## config.mk

```make
export PLATFORM = sky130hd
export DESIGN_NAME = loa_pll_ctrl_flat
export DESIGN_NICKNAME = d
export VERILOG_FILES = /design/src/rtl/loa_pll_ctrl_if.sv /design/src/rtl/loa_pll_ctrl.sv /design/src/flat_wrapper.sv
export SDC_FILE = /design/constraint.sdc
export NUM_CORES = 1
export LEC_CHECK = 0
export ABC_AREA = 1
export ABC_CLOCK_PERIOD_IN_PS = 5000
export CORE_MARGIN = 1.5
export CORE_UTILIZATION = 30
export CTS_BUF_LIST = sky130_fd_sc_hd__clkbuf_2
export DETAILED_ROUTE_END_ITERATION = 10
export HOLD_SLACK_MARGIN = 0.06
export PLACE_DENSITY_LB_ADDON = 0.25
export SKIP_CTS_REPAIR_TIMING = 1
export SLEW_MARGIN = 20
export SYNTH_ARGS = -nofsm -noshare
export SYNTH_HDL_FRONTEND = slang
export SYNTH_SLANG_ARGS = --single-unit
```

## constraint.sdc

```tcl
create_clock -name clk -period 5 [get_ports clk]
set_input_delay 0.5 -clock clk [delete_from_list [all_inputs] [get_ports clk]]
set_output_delay 0.5 -clock clk [all_outputs]
set_load 0.01 [all_outputs]
```

## src/rtl/loa_pll_ctrl_if.sv

```systemverilog
// Signal bundle between the loa_pll controller, its system-side requester and the PLL pins.
// master = environment (system control + PLL), slave = controller.
interface loa_pll_ctrl_if;
  logic       start;
  logic       pll_lock;
  logic       cfg_req;
  logic [9:0] cfg_odiv;
  logic [9:0] cfg_duty;
  logic       cfg_ack;
  logic       cfg_err;
  logic       pll_pwd;
  logic       pll_rst;
  logic       rstodiv;
  logic [9:0] dyn_odiv;
  logic [9:0] dyn_duty;
  logic       clkout_gate;
  logic       ready;
  logic       fail;
  logic [1:0] retry_cnt;

  modport master (
    output start, pll_lock, cfg_req, cfg_odiv, cfg_duty,
    input  cfg_ack, cfg_err, pll_pwd, pll_rst, rstodiv, dyn_odiv, dyn_duty,
           clkout_gate, ready, fail, retry_cnt
  );

  modport slave (
    input  start, pll_lock, cfg_req, cfg_odiv, cfg_duty,
    output cfg_ack, cfg_err, pll_pwd, pll_rst, rstodiv, dyn_odiv, dyn_duty,
           clkout_gate, ready, fail, retry_cnt
  );
endinterface

```

## src/rtl/loa_pll_ctrl.sv

```systemverilog
// Bring-up sequencer and dynamic-reconfig controller for the loa_pll clock generator.
// Debounces a synchronised pll_lock, gates clkout0 until lock is stable, retries on loss or timeout.
module loa_pll_ctrl #(
  parameter int PWD_CYC      = 10,
  parameter int RST_CYC      = 10,
  parameter int LOCK_STABLE  = 16,
  parameter int LOCK_TIMEOUT = 65535,
  parameter int MAX_RETRY    = 3,
  parameter int ODIV_RST     = 100,
  parameter int DUTY_RST     = 100
) (
  input logic           clk,
  input logic           rst,
  loa_pll_ctrl_if.slave bus
);

  localparam int PH_MAX0 = (PWD_CYC > RST_CYC) ? PWD_CYC : RST_CYC;
  localparam int PH_MAX  = (PH_MAX0 > LOCK_STABLE) ? PH_MAX0 : LOCK_STABLE;
  localparam int PH_W    = $clog2(PH_MAX + 1);
  localparam int TO_W    = $clog2(LOCK_TIMEOUT + 1);

  localparam logic [PH_W-1:0] PWD_LAST  = PH_W'(PWD_CYC - 1);
  localparam logic [PH_W-1:0] RST_LAST  = PH_W'(RST_CYC - 1);
  localparam logic [PH_W-1:0] STB_LAST  = PH_W'(LOCK_STABLE - 1);
  localparam logic [TO_W-1:0] TO_LAST   = TO_W'(LOCK_TIMEOUT - 1);
  localparam logic [1:0]      RETRY_MAX = 2'(MAX_RETRY);

  typedef enum logic [2:0] {
    S_IDLE, S_PWD, S_RST, S_WAIT_LOCK, S_STABLE, S_RUN, S_RECFG, S_FAIL
  } state_t;

  state_t          state_q, state_d;
  logic [PH_W-1:0] ph_q, ph_d;
  logic [TO_W-1:0] to_q, to_d;
  logic [1:0]      retry_q, retry_d;
  logic [9:0]      odiv_q, odiv_d, duty_q, duty_d;
  logic            ack_q, ack_d, err_q, err_d;
  logic            pwd_q, pwd_d, prst_q, prst_d, rstodiv_q, rstodiv_d;
  logic            gate_q, gate_d, ready_q, ready_d, fail_q, fail_d;
  logic            sync1_q, lock_s_q;
  logic            go_retry;

  // duty may reach twice the divider; widen before comparing
  function automatic logic cfg_legal(input logic [9:0] odiv, input logic [9:0] duty);
    logic [10:0] lim;
    lim = {odiv, 1'b0};
    return (odiv != 10'd0) && (duty != 10'd0) && ({1'b0, duty} <= lim);
  endfunction

  always_ff @(posedge clk or posedge rst) begin
    if (rst) begin
      sync1_q  <= 1'b0;
      lock_s_q <= 1'b0;
    end else begin
      sync1_q  <= bus.pll_lock;
      lock_s_q <= sync1_q;
    end
  end

  always_comb begin
    state_d  = state_q;
    ph_d     = ph_q;
    to_d     = to_q;
    retry_d  = retry_q;
    odiv_d   = odiv_q;
    duty_d   = duty_q;
    ack_d    = 1'b0;
    err_d    = 1'b0;
    go_retry = 1'b0;

    unique case (state_q)
      S_IDLE, S_FAIL: begin
        if (bus.start) begin
          state_d = S_PWD;
          ph_d    = '0;
          retry_d = '0;
        end
      end
      S_PWD: begin
        if (ph_q == PWD_LAST) begin
          state_d = S_RST;
          ph_d    = '0;
        end else begin
          ph_d = ph_q + 1'b1;
        end
      end
      S_RST, S_RECFG: begin
        if (ph_q == RST_LAST) begin
          state_d = S_WAIT_LOCK;
          ph_d    = '0;
          to_d    = '0;
        end else begin
          ph_d = ph_q + 1'b1;
        end
      end
      S_WAIT_LOCK: begin
        // timeout outranks a lock edge arriving in the same cycle
        if (to_q == TO_LAST) begin
          go_retry = 1'b1;
        end else begin
          to_d = to_q + 1'b1;
          if (lock_s_q) begin
            if (LOCK_STABLE <= 1) begin
              state_d = S_RUN;
              retry_d = '0;
            end else begin
              state_d = S_STABLE;
              ph_d    = PH_W'(1);
            end
          end
        end
      end
      S_STABLE: begin
        if (to_q == TO_LAST) begin
          go_retry = 1'b1;
        end else begin
          to_d = to_q + 1'b1;
          if (!lock_s_q) begin
            state_d = S_WAIT_LOCK;
            ph_d    = '0;
          end else if (ph_q == STB_LAST) begin
            state_d = S_RUN;
            retry_d = '0;
          end else begin
            ph_d = ph_q + 1'b1;
          end
        end
      end
      S_RUN: begin
        // err_q blocks the cycle in which the requester is still releasing cfg_req
        if (!lock_s_q) begin
          go_retry = 1'b1;
        end else if (bus.cfg_req && !err_q) begin
          if (cfg_legal(bus.cfg_odiv, bus.cfg_duty)) begin
            ack_d   = 1'b1;
            odiv_d  = bus.cfg_odiv;
            duty_d  = bus.cfg_duty;
            state_d = S_RECFG;
            ph_d    = '0;
          end else begin
            err_d = 1'b1;
          end
        end
      end
      default: state_d = S_IDLE;
    endcase

    if (go_retry) begin
      ph_d = '0;
      if (retry_q == RETRY_MAX) begin
        state_d = S_FAIL;
      end else begin
        retry_d = retry_q + 1'b1;
        state_d = S_PWD;
      end
    end

    pwd_d     = (state_d == S_PWD) || (state_d == S_FAIL);
    prst_d    = (state_d == S_RST);
    rstodiv_d = (state_d == S_RST) || (state_d == S_RECFG);
    gate_d    = (state_d != S_RUN);
    ready_d   = (state_d == S_RUN);
    fail_d    = (state_d == S_FAIL);
  end

  always_ff @(posedge clk or posedge rst) begin
    if (rst) begin
      state_q   <= S_IDLE;
      ph_q      <= '0;
      to_q      <= '0;
      retry_q   <= '0;
      odiv_q    <= 10'(ODIV_RST);
      duty_q    <= 10'(DUTY_RST);
      ack_q     <= 1'b0;
      err_q     <= 1'b0;
      pwd_q     <= 1'b0;
      prst_q    <= 1'b0;
      rstodiv_q <= 1'b0;
      gate_q    <= 1'b1;
      ready_q   <= 1'b0;
      fail_q    <= 1'b0;
    end else begin
      state_q   <= state_d;
      ph_q      <= ph_d;
      to_q      <= to_d;
      retry_q   <= retry_d;
      odiv_q    <= odiv_d;
      duty_q    <= duty_d;
      ack_q     <= ack_d;
      err_q     <= err_d;
      pwd_q     <= pwd_d;
      prst_q    <= prst_d;
      rstodiv_q <= rstodiv_d;
      gate_q    <= gate_d;
      ready_q   <= ready_d;
      fail_q    <= fail_d;
    end
  end

  assign bus.cfg_ack     = ack_q;
  assign bus.cfg_err     = err_q;
  assign bus.pll_pwd     = pwd_q;
  assign bus.pll_rst     = prst_q;
  assign bus.rstodiv     = rstodiv_q;
  assign bus.dyn_odiv    = odiv_q;
  assign bus.dyn_duty    = duty_q;
  assign bus.clkout_gate = gate_q;
  assign bus.ready       = ready_q;
  assign bus.fail        = fail_q;
  assign bus.retry_cnt   = retry_q;

endmodule

```

## src/flat_wrapper.sv

```systemverilog
// flat-port wrapper written by rule: the top's interface ports become plain ports
module loa_pll_ctrl_flat 
#(
  parameter int PWD_CYC      = 10,
  parameter int RST_CYC      = 10,
  parameter int LOCK_STABLE  = 16,
  parameter int LOCK_TIMEOUT = 65535,
  parameter int MAX_RETRY    = 3,
  parameter int ODIV_RST     = 100,
  parameter int DUTY_RST     = 100
)
  (clk, rst, bus_start, bus_pll_lock, bus_cfg_req, bus_cfg_odiv, bus_cfg_duty, bus_cfg_ack, bus_cfg_err, bus_pll_pwd, bus_pll_rst, bus_rstodiv, bus_dyn_odiv, bus_dyn_duty, bus_clkout_gate, bus_ready, bus_fail, bus_retry_cnt);
  loa_pll_ctrl_if bus_i ();
  input logic clk;
  input logic rst;
  input wire logic [$bits(bus_i.start)-1:0] bus_start;
  input wire logic [$bits(bus_i.pll_lock)-1:0] bus_pll_lock;
  input wire logic [$bits(bus_i.cfg_req)-1:0] bus_cfg_req;
  input wire logic [$bits(bus_i.cfg_odiv)-1:0] bus_cfg_odiv;
  input wire logic [$bits(bus_i.cfg_duty)-1:0] bus_cfg_duty;
  output wire logic [$bits(bus_i.cfg_ack)-1:0] bus_cfg_ack;
  output wire logic [$bits(bus_i.cfg_err)-1:0] bus_cfg_err;
  output wire logic [$bits(bus_i.pll_pwd)-1:0] bus_pll_pwd;
  output wire logic [$bits(bus_i.pll_rst)-1:0] bus_pll_rst;
  output wire logic [$bits(bus_i.rstodiv)-1:0] bus_rstodiv;
  output wire logic [$bits(bus_i.dyn_odiv)-1:0] bus_dyn_odiv;
  output wire logic [$bits(bus_i.dyn_duty)-1:0] bus_dyn_duty;
  output wire logic [$bits(bus_i.clkout_gate)-1:0] bus_clkout_gate;
  output wire logic [$bits(bus_i.ready)-1:0] bus_ready;
  output wire logic [$bits(bus_i.fail)-1:0] bus_fail;
  output wire logic [$bits(bus_i.retry_cnt)-1:0] bus_retry_cnt;
  assign bus_i.start = bus_start;
  assign bus_i.pll_lock = bus_pll_lock;
  assign bus_i.cfg_req = bus_cfg_req;
  assign bus_i.cfg_odiv = bus_cfg_odiv;
  assign bus_i.cfg_duty = bus_cfg_duty;
  assign bus_cfg_ack = bus_i.cfg_ack;
  assign bus_cfg_err = bus_i.cfg_err;
  assign bus_pll_pwd = bus_i.pll_pwd;
  assign bus_pll_rst = bus_i.pll_rst;
  assign bus_rstodiv = bus_i.rstodiv;
  assign bus_dyn_odiv = bus_i.dyn_odiv;
  assign bus_dyn_duty = bus_i.dyn_duty;
  assign bus_clkout_gate = bus_i.clkout_gate;
  assign bus_ready = bus_i.ready;
  assign bus_fail = bus_i.fail;
  assign bus_retry_cnt = bus_i.retry_cnt;
  loa_pll_ctrl #(.PWD_CYC(PWD_CYC), .RST_CYC(RST_CYC), .LOCK_STABLE(LOCK_STABLE), .LOCK_TIMEOUT(LOCK_TIMEOUT), .MAX_RETRY(MAX_RETRY), .ODIV_RST(ODIV_RST), .DUTY_RST(DUTY_RST)) u_core (.clk(clk), .rst(rst), .bus(bus_i));
endmodule
```

==> results of run 1 <==
## per-stage QoR
step	power, mW	instance area (sq um)
CTS	1.69	3950
floorplan	1.15	3200
global route	1.80	3950
global placement	1.49	3910
finish	1.66	3950
detailed placement	1.49	3910
## cell usage in the layout (no fill, tap or decap), types with 2 or more instances in the layout
cell / netlist / routed
ha_1: 15 / 15
xor2_1: 6 / 6
nor3_1: 7 / 7
nor2_2: 2 / 2
inv_2: 4 / 5
clkdlybuf4s50_1: 0 / 54
dfrtp_1: 49 / 49
nor2_1: 39 / 39
o21bai_2: 2 / 2
o21bai_1: 2 / 2
buf_4: 0 / 2
or2_2: 3 / 3
clkbuf_2: 0 / 5
a21oi_1: 12 / 12
xnor2_1: 2 / 2
dfstp_2: 7 / 7
nand2_2: 3 / 3
nand4_1: 3 / 3
o21ai_0: 24 / 24
o31ai_1: 2 / 2
o22ai_1: 3 / 3
clkinv_1: 2 / 2
nand2_1: 114 / 114
inv_1: 56 / 55
nand3_1: 30 / 30
nor2_4: 4 / 4
## power by group through the flow
stage	Clock (mW)	Sequential (mW)	Combinational (mW)
final	0.190	0.690	0.784
after global routing	0.213	0.708	0.881
after CTS	0.200	0.692	0.796
after detailed placement	0	0.696	0.794
after global placement	0	0.703	0.788
after floorplan	0	0.725	0.426
## worst register-to-register path: cells and delay by family (launching register included)
kind	cells	cell delay (ns)
buf+inv	5	0.80
flops	1	0.50
simple gates	6	0.96
## flip-flops by register name, indices dropped and copies added (netlist names), 2 cells and up
name,cells
u_core.state_q,3
u_core.to_q,16
u_core.bus.dyn_odiv,10
u_core.bus.retry_cnt,2
u_core.ph_q,5
u_core.bus.dyn_duty,10
## routing by layer
metal | up-vias | wire (um) | track usage [%]
li1 | 1418 | - | -
met1 | 1269 | 3570 | 17.7
met2 | 60 | 3500 | 23.9
met3 | 12 | 317 | 3.43
met4 | 0 | 123 | 4.15
met5 | - | 0 | 0
## final timing paths
check,endpoint
worst min register to register,u_core.lock_s_q
worst max register to register,u_core.bus.dyn_duty[3]
min in group asynchronous,u_core.to_q[14]
worst max-delay path,u_core.bus.dyn_duty[3]
worst min-delay path,u_core.lock_s_q
max in group asynchronous,u_core.to_q[11]
## layout make-up
class / count / area, sq um
clock buffers: 5 / 25.0
clock inverters: 3 / 22.5
inverters: 63 / 239
flip-flops and latches: 56 / 1410
repair buffers: 56 / 556
fillers: 1050 / 6370
well taps: 136 / 170
multi-input cells: 287 / 1530
## cell families (layout without fill, tap and decap cells)
kind of cell             after synthesis  count (layout)  share of synthesized area, %
XOR/XNOR                               8               8                          2.19
AO/OA/AOI/OAI                         52              52                          9.84
adder cells (fa/ha/maj)               15              15                          5.86
AND/OR/NAND/NOR                      212             212                          29.9
buffers and inverters                 67             127                          8.16
flip-flops                            56              56                          44.0
==> results.toml, run 1 <==
[floorplan]
row_count = 37
number_of_placed_i_o_pins = 55
start_util_pct = 31.0
die_width_um = 106
dieArea_sq_um = 11300
die_height_um = 106
core_region_area_sq_um = 10300

[flow_run]
cap_violations = 0

[grt]
grt_pass1_wl_um = 12800
grt_start_max_net_pins = 57
first_global_vias = 2812
gr-usage-all-layers_pct = 14.1
gr-total-overflow = 0
antenna_found_initial = 0

[synthesis]
synth.cell_area_sq_um = 3200
synth.lib_cells_used.distinct = 40
synth.net_count = 450
synth-main-ff-cell = "dfrtp_1"
cell_types_with_the_highest_counts_after_synthesis = "nand2_1 (114), inv_1 (56), dfrtp_1 (49), nor2_1 (39), nand3_1 (30)"
synth.ff_latch_count = 56
synthTopCellsByArea = "dfrtp_1 (38%), nand2_1 (13%), inv_1 (6.6%)"
mean_post_synth_cell_area_sq_um = 7.81
synth_edf_count = 0
synth.yosys.warnings = 0
async_flop_share_pct = 100
synth_largest_area_cell = "dfrtp_1"
synth_largest_type_area_fraction_pct = 38.3
netlist_instances = 410
post-synth-top-count-cell = "nand2_1"
synth_sequential_area_ratio_pct = 44.0

[setup_path]
cpMaxStageDelayCell = "clkdlybuf4s50_1"
cp.required_ns = 5.39
crit_buf_inv = 4
critical_path.max_fanout = 20
setup.worst_path.end_class = "register"
worst_setup_path_startpoint = "bus_cfg_odiv[7]"
crit_family = "simple AND/OR/NAND/NOR gates"
critical-path-max-stage-delay_ns = 0.45
timing.critical_path.cells = "clkdlybuf4s50_1 -> inv_1 -> ha_1 -> nand2_1 -> nor2_1 -> nand3_1 -> nand3_1 -> nand2_1 -> nand3_1 -> buf_4 -> clkinv_1 -> nand2_1 -> nand2_1"
worst-r2r-cell-count = 11
critical_path_at_ns = 3.05
critical_path.reg2reg.startpoint = "u_core.state_q[0]"
timing.setup.critical_path_class = "input port to register"
setup_slack_reg_to_reg_ns = 2.69
crit_top_cell = "nand2_1"
startpoint_type = "input port"
cp_num_cells = 13

[detailed_routing]
totalWireLength_um = 7510
initialDrtViolationCount = 78
drcViolationCount = 0
drt_first_pass_iters = 4
vias = 2759
drtAntennaViolNets = 0
via_per_inst = 4.55
routedWlPerCell_um = 12.4

[sta]
setup_tns_ns = 0
worst_slew_pin_tran_ns = 0.693
timing.final.crit_share_pct = 53.3
maxClockFrequency_mhz = 376
final.setup.worst_slack_ns = 2.34
fin_hold_ws_ns = 0.398
period_minus_ws_final_ns = 2.66
final-setup-viol-count = 0
worst_clock_skew_ns = 0.0139
max_slew_headroom_pct = 53.8
timing_max_transition_violations_final = 0
report.final.hold_viol_count = 0
setup_repair_after_global_routing_missed_its_margin = "no"

[clocking]
ctsLongestPathBuffers = 2
ctsRootBufferMaster = "clkbuf_2"
cts_tree = "done"
htree_levels = 2
insertion_delay_ns = 0.46
cts.sink_count = 56
numCtsBuffers = 5
clk_transition_reported_paths_ns = 0.30

[power_and_ir_drop]
internal_power_mw = 0.977
seq_power_share_pct = 41.5
clock_power_share_pct = 11.4
power.density_nw_per_um2 = 421
switching_power_mw = 0.687
irDropWorstVdd_mv = 0.173
leakagePower_nw = 1.88
share_of_total_power_in_combinational_logic_pct = 47.1
p_sw_share_pct = 41.3

[layout]
layout.nets = 509
stdcell_count = 606
share_of_post_route_cells_with_drive_strength_above_1_pct = 9.57
antenna_cells = 0
area_delta_synth_final_pct = 23.4
fraction_of_the_core_area_covered_by_cells_at_the_end_of_the_flow_pct = 38.3

[placed_design]
place.detailed.hpwl_um = 5870
pre_cts_slack_ns = 1.87
placedCellCount = 598
number_of_input_and_output_port_buffers_inserted = 54
globalplace.congestion = 0.863

[hold_path]
timing.hold.worst.start = "u_core.sync1_q"
holdPathStages = 0
hold_path.class = "register to register"

[status]
outcome = "completed"
No activity file was read; power rests on OpenSTA's default activity.
==> inputs of run 2 (changes only) <==
--- a/config.mk
+++ b/config.mk
@@ -6,7 +6,7 @@
 export NUM_CORES = 1
 export LEC_CHECK = 0
 export ABC_AREA = 1
-export ABC_CLOCK_PERIOD_IN_PS = 5000
+export ABC_CLOCK_PERIOD_IN_PS = 2200
 export CORE_MARGIN = 1.5
 export CORE_UTILIZATION = 30
 export CTS_BUF_LIST = sky130_fd_sc_hd__clkbuf_2
==> constraint.sdc (replaced) <==
create_clock -name clk -period 2.2 [get_ports clk]
set_input_delay 0.22 -clock clk [delete_from_list [all_inputs] [get_ports clk]]
set_output_delay 0.22 -clock clk [all_outputs]
set_load 0.01 [all_outputs]
==> run 2 against run 1 <==
  * Global-route usage grew 0.57 points
  * Count of clock-buffer cells in the layout stayed put
  * Clock skew up 0.023 ns
  * Hold slack worse by 0.21 ns
  * Register-to-register slack got worse by 2.4 ns
  * Largest power group unchanged
  * Highest routed layer unchanged
==> results.toml, run 2 (synthesis gave the netlist of run 1 again) <==
[sta]
final-setup-viol-count = 0
report.final.hold_viol_count = 0
timing_max_transition_violations_final = 0
period_minus_ws_final_ns = 1.95
max_slew_headroom_pct = 74.0
setup_tns_ns = 0
maxClockFrequency_mhz = 514
timing.final.crit_share_pct = 88.5
worst_clock_skew_ns = 0.0372
setup_repair_after_global_routing_missed_its_margin = "no"
worst_slew_pin_tran_ns = 0.390

[setup_path]
worst-r2r-cell-count = 10
critical_path_at_ns = 2.35
startpoint_type = "register"
setup.worst_path.end_class = "register"
critical_path.max_fanout = 13
cp.required_ns = 2.61
timing.setup.critical_path_class = "register to register"

[power_and_ir_drop]
power.density_nw_per_um2 = 973
leakagePower_nw = 2.02
irDropWorstVdd_mv = 0.451

[detailed_routing]
drcViolationCount = 0
drt_first_pass_iters = 4
totalWireLength_um = 7870
initialDrtViolationCount = 62
via_per_inst = 4.58
drtAntennaViolNets = 0
routedWlPerCell_um = 12.5
vias = 2879

[grt]
gr-total-overflow = 0
grt_pass1_wl_um = 13200
grt_start_max_net_pins = 41
antenna_found_initial = 0
gr-usage-all-layers_pct = 14.7
first_global_vias = 2832

[hold_path]
holdPathStages = 1
hold_path.class = "input port to register"

[layout]
area_delta_synth_final_pct = 31.1
mostFrequentLayoutCell = "nand2_1"
largest_register_ffs = 16
finalInstanceArea_sq_um = 4200
fraction_of_the_core_area_covered_by_cells_at_the_end_of_the_flow_pct = 40.7
top_register = "u_core.to_q"
most_used_cells_in_the_layout_excluding_fill_and_tap_cells = "nand2_1 (112), inv_1 (55), clkdlybuf4s50_1 (54)"
share_of_post_route_cells_with_drive_strength_above_1_pct = 14.2
layout.nets = 532
antenna_cells = 0

[placed_design]
number_of_input_and_output_port_buffers_inserted = 54
dpl-instance-area_sq_um = 4080
globalplace.congestion = 0.903
place.detailed.hpwl_um = 6270

[floorplan]
row_count = 37
die_height_um = 106
core_region_area_sq_um = 10300
die_width_um = 106
number_of_placed_i_o_pins = 55
dieArea_sq_um = 11300
start_util_pct = 31.0

[clocking]
htree_levels = 2
ctsRootBufferMaster = "clkbuf_2"
ctsLongestPathBuffers = 2
insertion_delay_ns = 0.47
cts_tree = "done"
clk_transition_reported_paths_ns = 0.32
cts.sink_count = 56
numCtsBuffers = 5

[flow_run]
cap_violations = 0

[status]
outcome = "completed"
-- run 2: changes by cell type in the layout (fill, tap and decap cells not counted), sizes merged --
cell	change
buf	+22
bufinv	+2
clkinv	-2
dlygate4sd3	+1
-- run 2: final timing paths --
path,end,slack (ns),startpoint
max,u_core.to_q[3],0.25,u_core.ph_q[1]
min,u_core.sync1_q,0.19,bus_pll_lock
max reg2reg,u_core.to_q[3],0.25,u_core.ph_q[1]
min reg2reg,u_core.lock_s_q,0.39,u_core.sync1_q
max in group asynchronous,u_core.bus.clkout_gate,1.01,rst
min in group asynchronous,u_core.bus.dyn_duty[8],0.55,rst
-- run 2: layout make-up --
| type | count | area, sq um |
|---|---|---|
| repair buffers | 79 | 743 |
| flip-flops and latches | 56 | 1410 |
| clock inverters | 3 | 68.8 |
| clock buffers | 5 | 25.0 |
| well taps | 136 | 170 |
| fillers | 1032 | 6130 |
| inverters | 63 | 239 |
| multi-input cells | 287 | 1540 |
-- run 2: per-layer routing --
metal | GRT usage (%) | part of all wire (%) | wire, um
met3 | 3.13 | 4.5 | 358
met5 | 0 | 0 | 0
met4 | 4.92 | 2.0 | 157
met1 | 18.6 | 46 | 3640
met2 | 24.7 | 47 | 3720
-- run 2: where the power goes --
part / internal (mW) / switching [mW]
Clock: 0.310 / 0.351
Combinational: 0.830 / 1.03
Sequential: 1.36 / 0.213
Total: 2.50 / 1.59
-- run 2: stage by stage --
stage / power, mW / hold WS (ns) / instances / setup slack, ns
after floorplan: 2.62 / 0.251 / 410 / 0.463
after global placement: 3.41 / 0.338 / 619 / -0.0946
after detailed placement: 3.43 / 0.338 / 619 / -0.164
after CTS: 4.11 / -0.0181 / 627 / 0.180
after global routing: 4.39 / 0.152 / 629 / 0.0307
final: 4.09 / 0.190 / 629 / 0.253
-- run 2: worst max-delay path, stage by stage (launching register included) --
cell and delay [ns]:
dfrtp_1 0.49, inv_1 0.07, ha_1 0.16, nand3_1 0.13, a21oi_1 0.23, o21ai_2 0.10
nor2_4 0.18, inv_2 0.16, nor2_1 0.16, xnor2_1 0.14, nor2_1 0.06
==> inputs of run 3 (changes only) <==
--- a/config.mk
+++ b/config.mk
@@ -7,6 +7,7 @@
 export LEC_CHECK = 0
 export ABC_AREA = 1
 export ABC_CLOCK_PERIOD_IN_PS = 2200
+export CAP_MARGIN = 10
 export CORE_MARGIN = 1.5
 export CORE_UTILIZATION = 30
 export CTS_BUF_LIST = sky130_fd_sc_hd__clkbuf_2
@@ -14,7 +15,7 @@
 export HOLD_SLACK_MARGIN = 0.06
 export PLACE_DENSITY_LB_ADDON = 0.25
 export SKIP_CTS_REPAIR_TIMING = 1
-export SLEW_MARGIN = 20
+export SLEW_MARGIN = 15
 export SYNTH_ARGS = -nofsm -noshare
 export SYNTH_HDL_FRONTEND = slang
 export SYNTH_SLANG_ARGS = --single-unit
==> results of run 3 <==
Same layout as run 2: the final DEF is identical, and so are final timing and power.
